[config.mk]
export PLATFORM = sky130hd
export DESIGN_NAME = imem_loader
export DESIGN_NICKNAME = d
export VERILOG_FILES = /design/src/rtl/imem_loader.sv
export SDC_FILE = /design/constraint.sdc
export NUM_CORES = 1
export LEC_CHECK = 0
export CAP_MARGIN = 25
export CORE_MARGIN = 2
export CORE_UTILIZATION = 48
export CTS_CLUSTER_SIZE = 40
export DETAILED_ROUTE_END_ITERATION = 10
export GPL_ROUTABILITY_DRIVEN = 1
export PLACE_DENSITY = 0.72
export SETUP_SLACK_MARGIN = 0.4
export SYNTH_ARGS = -nofsm -noshare
export SYNTH_HDL_FRONTEND = slang
export SYNTH_SLANG_ARGS = --single-unit
[constraint.sdc]
create_clock -name clk -period 2 [get_ports clk]
set_input_delay 0.2 -clock clk [delete_from_list [all_inputs] [get_ports clk]]
set_output_delay 0.2 -clock clk [all_outputs]
set_load 0.02 [all_outputs]
[src/rtl/imem_loader.sv]
// Byte-stream program loader: assembles 16-bit words (high byte first) into the
// instruction-memory write port and holds the CPU in reset until the load completes.
// Optional checksum byte after the program: define IMEM_LOADER_CHECKSUM_EN.
module imem_loader #(
    parameter logic [15:0] HALT_WORD   = 16'hF000,
    parameter bit          APPEND_HALT = 1'b1
) (
    input  logic        clk,
    input  logic        rst_n,
    input  logic        start,
    input  logic        in_valid,
    input  logic [7:0]  in_data,
    output logic        in_ready,
    output logic        wr_en,
    output logic [7:0]  wr_addr,
    output logic [15:0] wr_data,
    output logic        cpu_rst,
    output logic        busy,
    output logic        done,
    output logic        error
);

    typedef enum logic [2:0] {
        S_IDLE  = 3'd0,
        S_COUNT = 3'd1,
        S_HI    = 3'd2,
        S_LO    = 3'd3,
        S_TERM  = 3'd4,
`ifdef IMEM_LOADER_CHECKSUM_EN
        S_DONE  = 3'd5,
        S_CSUM  = 3'd6,
        S_ERR   = 3'd7
`else
        S_DONE  = 3'd5
`endif
    } state_t;

    state_t      state_q, state_d;
    logic [7:0]  n_q, n_d;
    logic [7:0]  cnt_q, cnt_d;
    logic [7:0]  hi_q, hi_d;
    logic        in_ready_q, in_ready_d;
    logic        wr_en_q, wr_en_d;
    logic [7:0]  wr_addr_q, wr_addr_d;
    logic [15:0] wr_data_q, wr_data_d;
    logic        cpu_rst_q, cpu_rst_d;
    logic        busy_q, busy_d;
    logic        done_q, done_d;
`ifdef IMEM_LOADER_CHECKSUM_EN
    logic [7:0]  csum_q, csum_d;
    logic        error_q, error_d;
`endif

    logic hs;
    logic restart;
    logic last_word;

    assign hs        = in_valid && in_ready_q;
    // n_q == 0 encodes 256 words, so the final index wraps to 8'hFF
    assign last_word = (cnt_q == (n_q - 8'd1));

    always_comb begin
        restart = 1'b0;
        case (state_q)
            S_IDLE, S_DONE: restart = start;
`ifdef IMEM_LOADER_CHECKSUM_EN
            S_ERR:          restart = start;
`endif
            default:        restart = 1'b0;
        endcase
    end

    always_comb begin
        state_d   = state_q;
        n_d       = n_q;
        cnt_d     = cnt_q;
        hi_d      = hi_q;
        wr_en_d   = 1'b0;
        wr_addr_d = wr_addr_q;
        wr_data_d = wr_data_q;
        cpu_rst_d = cpu_rst_q;
        busy_d    = busy_q;
        done_d    = done_q;
`ifdef IMEM_LOADER_CHECKSUM_EN
        csum_d    = csum_q;
        error_d   = error_q;
`endif

        if (restart) begin
            state_d   = S_COUNT;
            busy_d    = 1'b1;
            cpu_rst_d = 1'b1;
            done_d    = 1'b0;
`ifdef IMEM_LOADER_CHECKSUM_EN
            error_d   = 1'b0;
`endif
        end else begin
            case (state_q)
                S_COUNT: begin
                    if (hs) begin
                        n_d     = in_data;
                        cnt_d   = 8'd0;
                        state_d = S_HI;
`ifdef IMEM_LOADER_CHECKSUM_EN
                        csum_d  = in_data;
`endif
                    end
                end
                S_HI: begin
                    if (hs) begin
                        hi_d    = in_data;
                        state_d = S_LO;
`ifdef IMEM_LOADER_CHECKSUM_EN
                        csum_d  = csum_q ^ in_data;
`endif
                    end
                end
                S_LO: begin
                    if (hs) begin
                        wr_en_d   = 1'b1;
                        wr_addr_d = cnt_q;
                        wr_data_d = {hi_q, in_data};
                        cnt_d     = cnt_q + 8'd1;
                        state_d   = last_word ? S_TERM : S_HI;
`ifdef IMEM_LOADER_CHECKSUM_EN
                        csum_d    = csum_q ^ in_data;
`endif
                    end
                end
                S_TERM: begin
                    if (APPEND_HALT && (n_q != 8'd0)) begin
                        wr_en_d   = 1'b1;
                        wr_addr_d = n_q;
                        wr_data_d = HALT_WORD;
                    end
`ifdef IMEM_LOADER_CHECKSUM_EN
                    state_d = S_CSUM;
`else
                    state_d = S_DONE;
`endif
                end
                S_DONE: begin
                    done_d    = 1'b1;
                    busy_d    = 1'b0;
                    cpu_rst_d = 1'b0;
                end
`ifdef IMEM_LOADER_CHECKSUM_EN
                S_CSUM: begin
                    // status is updated on the checksum handshake itself
                    if (hs) begin
                        busy_d = 1'b0;
                        if (in_data == csum_q) begin
                            state_d   = S_DONE;
                            done_d    = 1'b1;
                            cpu_rst_d = 1'b0;
                        end else begin
                            state_d   = S_ERR;
                            error_d   = 1'b1;
                            cpu_rst_d = 1'b1;
                        end
                    end
                end
                S_ERR: begin
                    error_d   = 1'b1;
                    busy_d    = 1'b0;
                    cpu_rst_d = 1'b1;
                end
`endif
                default: state_d = S_IDLE;
            endcase
        end

        case (state_d)
            S_COUNT, S_HI, S_LO: in_ready_d = 1'b1;
`ifdef IMEM_LOADER_CHECKSUM_EN
            S_CSUM:              in_ready_d = 1'b1;
`endif
            default:             in_ready_d = 1'b0;
        endcase
    end

    always_ff @(posedge clk or negedge rst_n) begin
        if (!rst_n) begin
            state_q    <= S_IDLE;
            n_q        <= 8'd0;
            cnt_q      <= 8'd0;
            hi_q       <= 8'd0;
            in_ready_q <= 1'b0;
            wr_en_q    <= 1'b0;
            wr_addr_q  <= 8'd0;
            wr_data_q  <= 16'd0;
            cpu_rst_q  <= 1'b1;
            busy_q     <= 1'b0;
            done_q     <= 1'b0;
`ifdef IMEM_LOADER_CHECKSUM_EN
            csum_q     <= 8'd0;
            error_q    <= 1'b0;
`endif
        end else begin
            state_q    <= state_d;
            n_q        <= n_d;
            cnt_q      <= cnt_d;
            hi_q       <= hi_d;
            in_ready_q <= in_ready_d;
            wr_en_q    <= wr_en_d;
            wr_addr_q  <= wr_addr_d;
            wr_data_q  <= wr_data_d;
            cpu_rst_q  <= cpu_rst_d;
            busy_q     <= busy_d;
            done_q     <= done_d;
`ifdef IMEM_LOADER_CHECKSUM_EN
            csum_q     <= csum_d;
            error_q    <= error_d;
`endif
        end
    end

    assign in_ready = in_ready_q;
    assign wr_en    = wr_en_q;
    assign wr_addr  = wr_addr_q;
    assign wr_data  = wr_data_q;
    assign cpu_rst  = cpu_rst_q;
    assign busy     = busy_q;
    assign done     = done_q;
`ifdef IMEM_LOADER_CHECKSUM_EN
    assign error    = error_q;
`else
    assign error    = 1'b0;
`endif

endmodule

* Yosys cells after proc, flatten, opt, wreduce, memory -nomap -nowiden
Cells that the tools add are included.
** Storage, ports and cells
- Bits in registers :: 56
- Input bits :: 12
** Operators by class
- Muxes and demuxes :: 25
- Bitwise logic cells :: 1
- Add/sub/neg operators :: 2
- Equality and inequality tests :: 12
- Reduce and logical (&&, ||, !) cells :: 12
** Operator list (count)
- $mux W16 :: 2
- $mux W8 :: 4
- $pmux W16 S2 :: 1
- $pmux W8 S2 :: 2
- $mux W3 :: 5
- $pmux W3 S5 :: 1
- $eq A3 B2 Y1 const B :: 4
- $mux W1 :: 9
- $add A8 B1 Y8 const B :: 1
- $eq A8 B8 Y1 :: 1
- $reduce_and A4 Y1 :: 2
- $reduce_bool A8 Y1 :: 1
- $sub A8 B1 Y8 const B :: 1
- $eq A3 B1 Y1 const B :: 2
- $eq A3 B3 Y1 const B :: 2
- $ne A2 B2 Y1 const B :: 3
- $reduce_and A3 Y1 :: 2
- $reduce_bool A2 Y1 :: 3
- $logic_not A3 Y1 :: 1
- $reduce_or A3 Y1 :: 1
- $pmux W1 S2 :: 1
- $reduce_or A2 Y1 :: 1
- $logic_and A1 B1 Y1 :: 1
- $not A1 Y1 :: 1

* Longest topological paths before layout
Gate-level depths: netlist of the first run.
- Depth in word-level cells :: 9
- Mapped depth :: 9
- Depth with buffers taken out :: 7

* Least setup slack after synthesis of the first run
No wires, ideal clock.
- Path kind :: reg-to-reg
- Start point :: register n_q[0]
- End point :: register in_ready_q, in the netlist in_ready
- Path buffers :: 0
- Path slack :: -0.210 ns
- Cell stages (with the launch flop) :: 8
- Data required time :: 1.881 ns
- Arrival time :: 2.091 ns
- Library setup time :: 0.119 ns
- Period minus slack after synthesis :: 2.210 ns
- Cell sequence :: dfrtp_1 -> inv_1 -> ha_1 -> nor2b_1 -> or3_1 -> a31o_1 -> or4_4 -> o21ba_1
** On the way
- Cells in the longest elaborated chain, start to end :: 9
- Elaborated cells between the ends (all ways) :: 11
- Classes of those cells :: 1 x add/sub; 4 x eq/ne; 5 x mux; 1 x reduce/logical
** RTL lines
- start: declaration :: line 39 : logic [7:0] n_q, n_d;
- start signal: assignment :: line 201 : n_q <= n_d;
- $sub A8 B1 Y8 * :: line 60 : assign last_word = (cnt_q == (n_q - 8'd1));
- $eq A8 B8 Y1 * :: line 60
- $mux W3 * :: line 124 : state_d = last_word ? S_TERM : S_HI;
- $mux W3 * :: line 119 : if (hs) begin
- $pmux W3 S5 * :: line 98 : case (state_q)
- $mux W3 * :: line 89 : if (restart) begin
- $eq A3 B1 Y1 or $eq A3 B2 Y1 (tied branches) :: line 173 : case (state_d)
- $reduce_or A3 Y1 * :: line 173
- $mux W1 * :: line 173
- net in_ready_d :: line 42 : logic in_ready_q, in_ready_d;
- end signal: assignment :: line 204 : in_ready_q <= in_ready_d;
- end: declaration :: line 42
Mark *: on every way through the listed nets, which the timed path passes. The rest lies on a longest branch.
A chain may end at the register's enable or synchronous reset.

* Worst setup path after layout of the first run
Ends and elaborated chain as after synthesis.

==> flow_summary.ini, run 1 <==
[outcome]
status = finished, violations left
violations = setup timing

[timing]
max_freq_mhz = 479.6
maxSlewHeadroom_pct = 63.93
setup_ws_ns = -0.08488
period_needed_ns = 2.085
fin_hold_ws_ns = 0.3971
period_share_pct = 104.2
tightest_slew_ns = 0.5411
rsz0062_at_grt = true
fin_skew_ns = 0.003796
hold_viol_final = 0
finalSetupViolations = 3
slew_viol_final = 0
fin_tns_setup_ns = -0.1375

[floorplanning]
fp-row-count = 27
dieHeight_um = 79.21
dieArea_um2 = 6274
initial_utilization_pct = 49.61
die_w_um = 79.21
core_um2 = 5473
io_pins = 42

[synthesis]
synthCells = 283
synth_nets = 298
synth-seq-cells = 56
synth-async-reset-ratio_pct = 100.0
synthFlopType = dfrtp_1
synth_edf_count = 0
synth_cell_types = 47
yosysWarnings = 0
synth_area_um2 = 2715
syn_area_per_cell_um2 = 9.594
yosysSeqAreaShare_pct = 51.66

[cells_and_area]
layoutNonFillerInstCount = 419
multiInputGateArea_um2 = 1504
synthToLayoutAreaGrowth_pct = 44.56
drive_above_1_share_pct = 32.56
nFillCells = 406
fin_nets = 361
layout_common_cells = 48 x dfrtp_1, 40 x nand2_1, 35 x clkdlybuf4s50_1
antenna_cells = 0
layout_commonest_cell = dfrtp_1
seq_area_um2 = 1411

[global_routing]
grt_pass1_wl_um = 10460
grt-ovfl-total = 0
grt_use_total_pct = 21.50
grt_max_degree = 36
first_global_vias = 2119
antenna_found_initial = 0

[worst_setup_path]
start_kind = flop
cp.arrival_ns = 2.29
worst-path-max-fanout = 5
cp.required_ns = 2.21
critPathKind = reg2reg
reg2reg_depth = 7
cp-end-kind = flop

[clock_tree]
clock_latency_ns = 0.31
cts_root_buf = clkbuf_8
cts_max_path_buffers = 2
cts_tree = done
cts_max_level = 2
clkTransAtPathRegs_ns = 0.10
cts_sinks = 56
cts_buffers = 5

[routing]
vias_per_cell = 5.449
drt-total-wl_um = 7011
met3_length_um = 266
wl_met1_um = 2963
drc = 0
drtIter0Drc = 196
drtPass1Iterations = 4
maxUsedRoutingLayer = met4
wire_per_inst_um = 16.73
wl_met2_um = 3702
vias = 2283
antenna_left = 0

[placed_design]
portBuffers = 40
dpl.hpwl_um = 4324
place.gp.congestion = 0.8526
place_ws_ns = -0.05440
dp_cells = 397

[flow_run]
drv_cap = 0

[power_and_ir_drop]
p_leak_nw = 1.679
power_density_nw_per_um2 = 914.5
design_power_total_mw = 3.589
ir_drop_uv = 494.7

[min_path]
hold_path.class = in2async
==> worst max-delay path: stages (launching register included) <==
cell and delay, ns:
dfrtp_1 0.38, inv_2 0.06, ha_4 0.17, nor2b_1 0.12, or3_1 0.31, a31o_1 0.20
or4_4 0.53, o21ba_1 0.21
==> sequential cells by signal (all words and copies together), names as in the netlist <==
signal,flops
wr_data,16
cpu_rst,1
done,1
hi_q,8
in_ready,1
cnt_q,8
busy,1
state_q,3
wr_addr,8
wr_en,1
n_q,8
==> metrics by stage <==
stage	area (um2)	utilization, %
after floorplan	2751	-
after global placement	3308	60.45
after detailed placement	3308	60.45
after CTS	3617	66.10
after global routing	3925	71.72
final	3925	71.72
==> layout make-up <==
| type | count | area share, % |
|---|---|---|
| clock inverter | 2 | 0.9882 |
| timing repair inverter | 3 | 1.498 |
| timing repair buffer | 72 | 18.30 |
| sequential | 56 | 35.96 |
| inverter | 5 | 0.7969 |
| clock buffer | 6 | 1.849 |
| tap | 72 | 2.295 |
| multi-input combinational | 203 | 38.32 |
==> cells in the mapped netlist, drive strengths merged, types with 2 or more instances <==
| cell type | instances | share of area [%] |
|---|---|---|
| nor3 | 5 | 0.92 |
| a31oi | 9 | 2.1 |
| inv | 5 | 0.69 |
| o21a | 2 | 0.55 |
| a22o | 2 | 0.65 |
| a21o | 3 | 0.83 |
| ha | 3 | 1.4 |
| xnor2 | 4 | 2.0 |
| nor2b | 4 | 1.2 |
| xor2 | 6 | 1.9 |
| dfrtp | 55 | 51 |
| nand4 | 4 | 0.92 |
| nand2 | 64 | 8.8 |
| nand3 | 18 | 3.3 |
| or4 | 3 | 0.97 |
| a21oi | 8 | 1.5 |
| o21ai | 15 | 2.8 |
| nor2 | 20 | 2.8 |
| nor4 | 2 | 1.0 |
| and3 | 3 | 0.69 |
| mux2 | 14 | 5.8 |
| clkbuf | 9 | 1.2 |
| buf | 10 | 2.2 |
==> where the power goes <==
group          total (mW)  switching [mW]  internal, mW
clock               0.761           0.381         0.379
sequential           1.59           0.231          1.36
combinational        1.24           0.616         0.624
total                3.59            1.23          2.36
==> per-layer routing <==
layer	global-route usage, %	vias to the layer above
met5	0	-
met4	5.690	0
met3	3.068	7
met2	35.85	58
met1	29.57	1126
li1	-	1092
==> final timing paths <==
path                                 start          end  slack [ns]
worst max-delay path                n_q[0]     in_ready       -0.08
worst min-delay path                 rst_n  wr_data[13]        0.40
worst max register to register      n_q[0]     in_ready       -0.08
worst min register to register  wr_data[1]   wr_data[1]        0.49
max in group asynchronous            rst_n       n_q[3]        1.02
min in group clk                wr_data[1]   wr_data[1]        0.49
==> cell families (layout without fill, tap and decap cells) <==
| group | after synthesis | in the layout | share of synthesized area (%) |
|---|---|---|---|
| compound gates | 45 | 45 | 10.28 |
| xor+xnor | 10 | 10 | 3.917 |
| fa+ha+maj | 3 | 3 | 1.383 |
| buf+inv | 24 | 88 | 4.102 |
| flops | 56 | 56 | 51.66 |
| mux | 14 | 14 | 5.806 |
| other cells | 1 | 1 | 0.1381 |
| simple gates | 130 | 130 | 22.72 |
==> what timing repair did <==
action / in CTS / in global routing
hold endpoints to repair: 20 / 0
cloned: 1 / 3
hold buffers: 1 / 0
setup buffers: 2 / 7
endpoints found under the setup margin: 29 / 38
pin swaps: 12 / 24
gates resized for setup: 53 / 48
Note: power is estimated with default switching activity, not from simulation.
==> run 2: changes to the inputs <==
--- a/config.mk
+++ b/config.mk
@@ -13,6 +13,7 @@
 export GPL_ROUTABILITY_DRIVEN = 1
 export PLACE_DENSITY = 0.72
 export SETUP_SLACK_MARGIN = 0.4
+export SKIP_LAST_GASP = 1
 export SYNTH_ARGS = -nofsm -noshare
 export SYNTH_HDL_FRONTEND = slang
 export SYNTH_SLANG_ARGS = --single-unit
==> run 2 against run 1 <==
The run still ends with setup timing left. Clock-buffer cell count stayed put. Flip-flop and latch count unchanged. Clock skew up 0.0020 ns. Via count shrank 2.8%. First-iteration DRC count shrank 24%. Worst hold slack got worse by 0.0021 ns. Core utilization fell by 7.2 points. Die area unchanged. Clock power decreased by 0.9%.
==> flow_summary.ini, run 2 (synthesis results as in run 1) <==
[outcome]
status = finished, violations left
violations = setup timing

[timing]
maxSlewHeadroom_pct = 64.28
rsz0062_at_grt = true
max_freq_mhz = 488.0
tightest_slew_ns = 0.5358
period_share_pct = 102.5
slew_viol_final = 0
finalSetupViolations = 2
setup_ws_ns = -0.04938
fin_skew_ns = 0.005791
hold_viol_final = 0
period_needed_ns = 2.049

[global_routing]
grt_max_degree = 36
first_global_vias = 2111
grt_pass1_wl_um = 10340
antenna_found_initial = 0
grt-ovfl-total = 0
grt_use_total_pct = 21.30

[clock_tree]
cts_sinks = 56
cts_root_buf = clkbuf_8
cts_max_path_buffers = 2
clkTransAtPathRegs_ns = 0.10
clock_latency_ns = 0.31
cts_buffers = 5
cts_max_level = 2
cts_tree = done

[routing]
drtPass1Iterations = 4
vias = 2218
antenna_left = 0
drc = 0
drt-total-wl_um = 6274
vias_per_cell = 5.383
wire_per_inst_um = 15.23
drtIter0Drc = 149

[worst_setup_path]
critPathKind = reg2reg
critPathSlowestCell = or4_4
cp.required_ns = 2.21
cp_slowest_stage_delay_ns = 0.51
worst-path-max-fanout = 5
cp-end-kind = flop
path_cells = inv_2 -> ha_4 -> nor2b_4 -> or3_1 -> a31o_1 -> or4_4 -> o21ba_1
cp.buffers_inverters = 1
start_kind = flop
cp_top_family = simple AND/OR/NAND/NOR gates
cp.arrival_ns = 2.26

[floorplanning]
core_um2 = 5473
fp-row-count = 27
dieHeight_um = 79.21
io_pins = 42
initial_utilization_pct = 49.61
die_w_um = 79.21
dieArea_um2 = 6274

[power_and_ir_drop]
ir_drop_uv = 422.0
power_density_nw_per_um2 = 941.8
p_leak_nw = 1.551

[placed_design]
place.gp.congestion = 0.8526
dpl.hpwl_um = 4324
dp_cells = 397
portBuffers = 40
placed_cell_area_um2 = 3308

[min_path]
hold_path.class = in2async

[cells_and_area]
layout_common_cells = 64 x nand2_1, 48 x dfrtp_1, 37 x clkdlybuf4s50_1
fin_nets = 354
seq_area_um2 = 1411
largest_register_ffs = 16
layout_commonest_cell = nand2_1
stdcell_area_um2 = 3532
antenna_cells = 0
synthToLayoutAreaGrowth_pct = 30.09
layoutNonFillerInstCount = 412
multiInputGateArea_um2 = 1254
nFillCells = 462
drive_above_1_share_pct = 18.53

[flow_run]
drv_cap = 0
==> run 2: cell types whose count changed in the layout (fill, tap and decap cells not counted), moves of 3 or more <==
cell / delta
a31oi_1: +3
a31oi_4: -3
nand2_1: +24
nand2_2: -16
nand2_4: -8
nand3_1: +5
nand3_2: -5
nor2_1: +8
nor2_4: -8
==> run 2: final timing paths <==
path | slack (ns) | startpoint | cells after the start | to
min in group clk | 0.47 | wr_data[1] | 2 | wr_data[1]
max in group asynchronous | 1.02 | rst_n | 3 | n_q[3]
hold reg to reg | 0.47 | wr_data[1] | 2 | wr_data[1]
setup reg to reg | -0.05 | n_q[0] | 7 | in_ready
hold / removal | 0.39 | rst_n | 2 | wr_data[13]
setup / recovery | -0.05 | n_q[0] | 7 | in_ready
==> run 2: per-stage QoR <==
| step | hold slack, ns | worst slack (ns) | setup TNS (ns) | util, % | power [mW] |
|---|---|---|---|---|---|
| after floorplan | -0.09559 | -0.03268 | -0.04950 | - | 2.095 |
| after global placement | 0.2113 | -0.01750 | -0.01750 | 60.45 | 2.533 |
| after detailed placement | 0.2123 | -0.05440 | -0.09259 | 60.45 | 2.575 |
| after CTS | 0.3983 | -0.03091 | -0.05316 | 63.42 | 3.345 |
| after global routing | 0.4482 | -0.1219 | -0.3204 | 64.54 | 3.517 |
| final | 0.3950 | -0.04938 | -0.09789 | 64.54 | 3.327 |
==> run 2: final cells by class <==
cell class	count	share of cell area, %
clock buffer	6	2.055
clock inverter	2	1.098
inverter	5	0.7439
multi-input combinational	203	35.49
sequential	56	39.96
tap	72	2.550
timing repair buffer	67	17.85
timing repair inverter	1	0.2480
==> run 2: power breakdown <==
| part | switching [mW] | leakage, nW | internal (mW) | total, mW |
|---|---|---|---|---|
| combinational | 0.535 | 0.835 | 0.515 | 1.05 |
| sequential | 0.166 | 0.660 | 1.36 | 1.52 |
| clock | 0.375 | 0.0558 | 0.379 | 0.754 |
| total | 1.08 | 1.55 | 2.25 | 3.33 |
==> run 2: timing repair <==
action | 4_1_cts | 5_1_grt
setup endpoints to repair | 29 | 37
resized for setup | 10 | 15
hold endpoints to repair | 20 | 0
setup buffers | 2 | 3
hold buffers | 1 | 0
cloned | 1 | 0
pin swaps | 2 | 6
==> run 2: per-layer routing <==
| metal | up-vias | wire length [um] | track usage, % |
|---|---|---|---|
| met5 | - | 0 | 0 |
| met4 | 0 | 72 | 6.207 |
| met3 | 6 | 261 | 3.068 |
| met2 | 58 | 3125 | 35.34 |
| met1 | 1081 | 2815 | 29.20 |
| li1 | 1073 | - | - |
==> run 2: worst register-to-register path, cell delays in order, from the launching register on <==
cell     delay [ns]
dfrtp_1        0.40
inv_2          0.09
ha_4           0.17
nor2b_4        0.04
or3_1          0.34
a31o_1         0.20
or4_4          0.51
o21ba_1        0.19
==> variant (config.mk and constraints of run 1) <==
Take the reset off `wr_data_q` and load it in a clocked block of its own.
--- a/src/rtl/imem_loader.sv
+++ b/src/rtl/imem_loader.sv
@@ -190,3 +190,2 @@
             wr_addr_q  <= 8'd0;
-            wr_data_q  <= 16'd0;
             cpu_rst_q  <= 1'b1;
@@ -206,3 +205,2 @@
             wr_addr_q  <= wr_addr_d;
-            wr_data_q  <= wr_data_d;
             cpu_rst_q  <= cpu_rst_d;
@@ -215,2 +213,6 @@
         end
+    end
+
+    always_ff @(posedge clk) begin
+        wr_data_q <= wr_data_d;
     end
Function: differs if rst_n is asserted again (counterexample within 10 cycles, from zero or initial values and one cycle with rst_n low); with rst_n held inactive, the same outputs for 10 cycles.
==> variant against run 1 <==
  * Sequential share of layout area grew 8.1 points
  * Via count shrank 18%
  * Worst setup slack gained 0.37 ns
  * Die area shrank 2.0%
  * Non-clock buffer count shrank 12
  * Count of clock-buffer cells in the layout shrank 1
  * Clock skew grew 0.0014 ns
  * Fmax grew 22%
  * Combinational power grew 72%
  * Synthesized area shrank 2.1%
  * Final area shrank 14%
  * Largest power group is now combinational logic
  * Routed wire length shrank 28%
  * Sequential cell count is the same
  * Power grew 30%
==> variant: results (changes against run 1) <==
Fin Clk Skew: 0.005205 ns (was 0.003796 ns)
largest net degree at the start of global routing: 26 (was 36)
status: completed (was finished with violations)
Routed WL: 5022 µm (was 7011 µm)
antenna cell count: 0 (unchanged)
GRT Resource Usage Total: 18.03% (was 21.50%)
CP max stage delay: 0.42 ns (was 0.53 ns)
mux cell area share after synthesis: 10.22% (was 5.806%)
largest cells by area after synthesis: dfrtp_1 (37%), edfxtp_1 (18%), mux2_2 (7.2%) (was dfrtp_1 (51%), nand2_1 (8.8%), mux2_1 (5.0%))
syn nets: 247 (was 298)
HP Class: primary input to async pin (unchanged)
reg-to-reg slack, setup: 0.29 ns (was -0.08 ns)
Root Buffer Master: clkbuf_8 (unchanged)
Critical R2R Capture: state_q[2] (was in_ready)
Synth Area in Compound Gates: 8.663% (was 10.28%)
Num CTS Buffers: 5 (unchanged)
post-route insts no fill: 358 (was 419)
Post-synth ARST share: 71.43% (was 100.0%)
Port Buffer Count: 40 (unchanged)
first-pass GRT wire length: 8445 µm (was 10460 µm)
Max Root-Sink Buffers: 2 (unchanged)
P_leak: 0.001377 µW (was 0.001679 µW)
DP Worst Slack: 0.1198 ns (was -0.05440 ns)
placed insts: 344 (was 397)
max reg flops: 16 (unchanged)
Largest delay share family, worst path: compound AO/OA/AOI/OAI gates (was simple AND/OR/NAND/NOR gates)
worst reg2reg path depth: 6 (was 7)
Synth top cells by count: dfrtp_1 (39), nand2_1 (23), mux2_2 (17) (was nand2_1 (64), dfrtp_1 (55), nor2_1 (20))
Clock power frac: 13.4% (was 21.2%)
Post-synth EDFFs: 16 (was 0)
Post-Syn Area per Cell: 11.45 µm² (was 9.594 µm²)
initial detailed-routing violation count: 138 (was 196)
sw power: 1698 µW (was 1228 µW)
Reg clk slew, reported paths: 0.10 ns (about the same)
H-Tree Level Count: 2 (unchanged)
worst skew pair latency: 0.32 ns
Fin Hold WS: 0.3620 ns (was 0.3971 ns)
post-synth cell types: 42 (was 47)
XOR/XNOR Fraction of Synth Area: 3.625% (was 3.917%)
power share of the combinational group: 45.6% (was 34.5%)
Crit-path slowest cell: dfrtp_1 (was or4_4)
GPL Wtd Cong: 0.8153 (was 0.8526)
vias in the first global route: 1752 (was 2119)
Worst VDD drop: 553.7 µV (was 494.7 µV)
total vias in the final route: 1881 (was 2283)
HPWL after DPL: 3566 µm (was 4324 µm)
Placement Cell Area: 0.003193 mm² (was 0.003308 mm²)
layout cell share with drive strength beyond 1: 22.03% (was 32.56%)
worst r2r src: n_q[3] (was n_q[0])
sequential area share after synthesis: 55.79% (was 51.66%)
adder-cell share of the synthesized area: 1.412% (was 1.382%)
NumNets Final: 300 (was 361)
Power, Total: 4681 µW (was 3589 µW)
CP max FO: 3 (was 5)
## variant: changes by cell type after synthesis, moves of 6 or more
cell and change:
nor2b_1 +11, a31oi_1 -6, o21ai_0 +8, mux2i_1 +8, nand3_1 -12, mux2_1 -12
mux2_2 +15, dfrtp_1 -16, o21ai_1 -6, edfxtp_1 +16, nor2_1 -7, nand2_1 -41
## variant: what timing repair did
action | in CTS | in global routing
resized for setup | 9 | 3
hold endpoints to repair | 18 | 0
hold buffers | 1 | 0
endpoints found under the setup margin | 32 | 49
pin swaps | 2 | 0
buffers inserted | 3 | 2
## variant: per-layer routing
metal / global-route usage, % / vias up / wire length [µm]
met5: 0 / - / 0
met4: 8.772 / 0 / 95
met3: 3.448 / 8 / 249
met2: 29.05 / 60 / 2482
met1: 23.49 / 909 / 2195
li1: - / 904 / -
## variant: worst max-delay path by stage
stage	from	to	slack [ns]	depth (start not counted)
5_1_grt	n_q[3]	state_q[2]	0.20	6
3_3_place_gp	in_valid	wr_data[8]	0.16	5
2_1_floorplan	n_q[3]	wr_data[0]	0.13	6
3_5_place_dp	in_valid	wr_data[8]	0.12	5
4_1_cts	n_q[3]	state_q[2]	0.29	6
6_report	n_q[3]	state_q[2]	0.29	6
## variant: worst reg2reg max path, delay by kind of cell, from the launching register on
kind                   cells  cell delay [ns]
and+or+nand+nor            1             0.31
buffers and inverters      1             0.18
AOI/OAI and AO/OA          3             0.43
DFF                        1             0.42
muxes                      1             0.27
## variant: layout make-up
cell class	instances	area (µm²)
clock buffer	5	68.82
clock inverter	3	21.27
fill	448	2068
inverter	7	30.03
multi-input combinational	155	1084
sequential	56	1486
tap	72	90.09
timing repair buffer	60	590.6
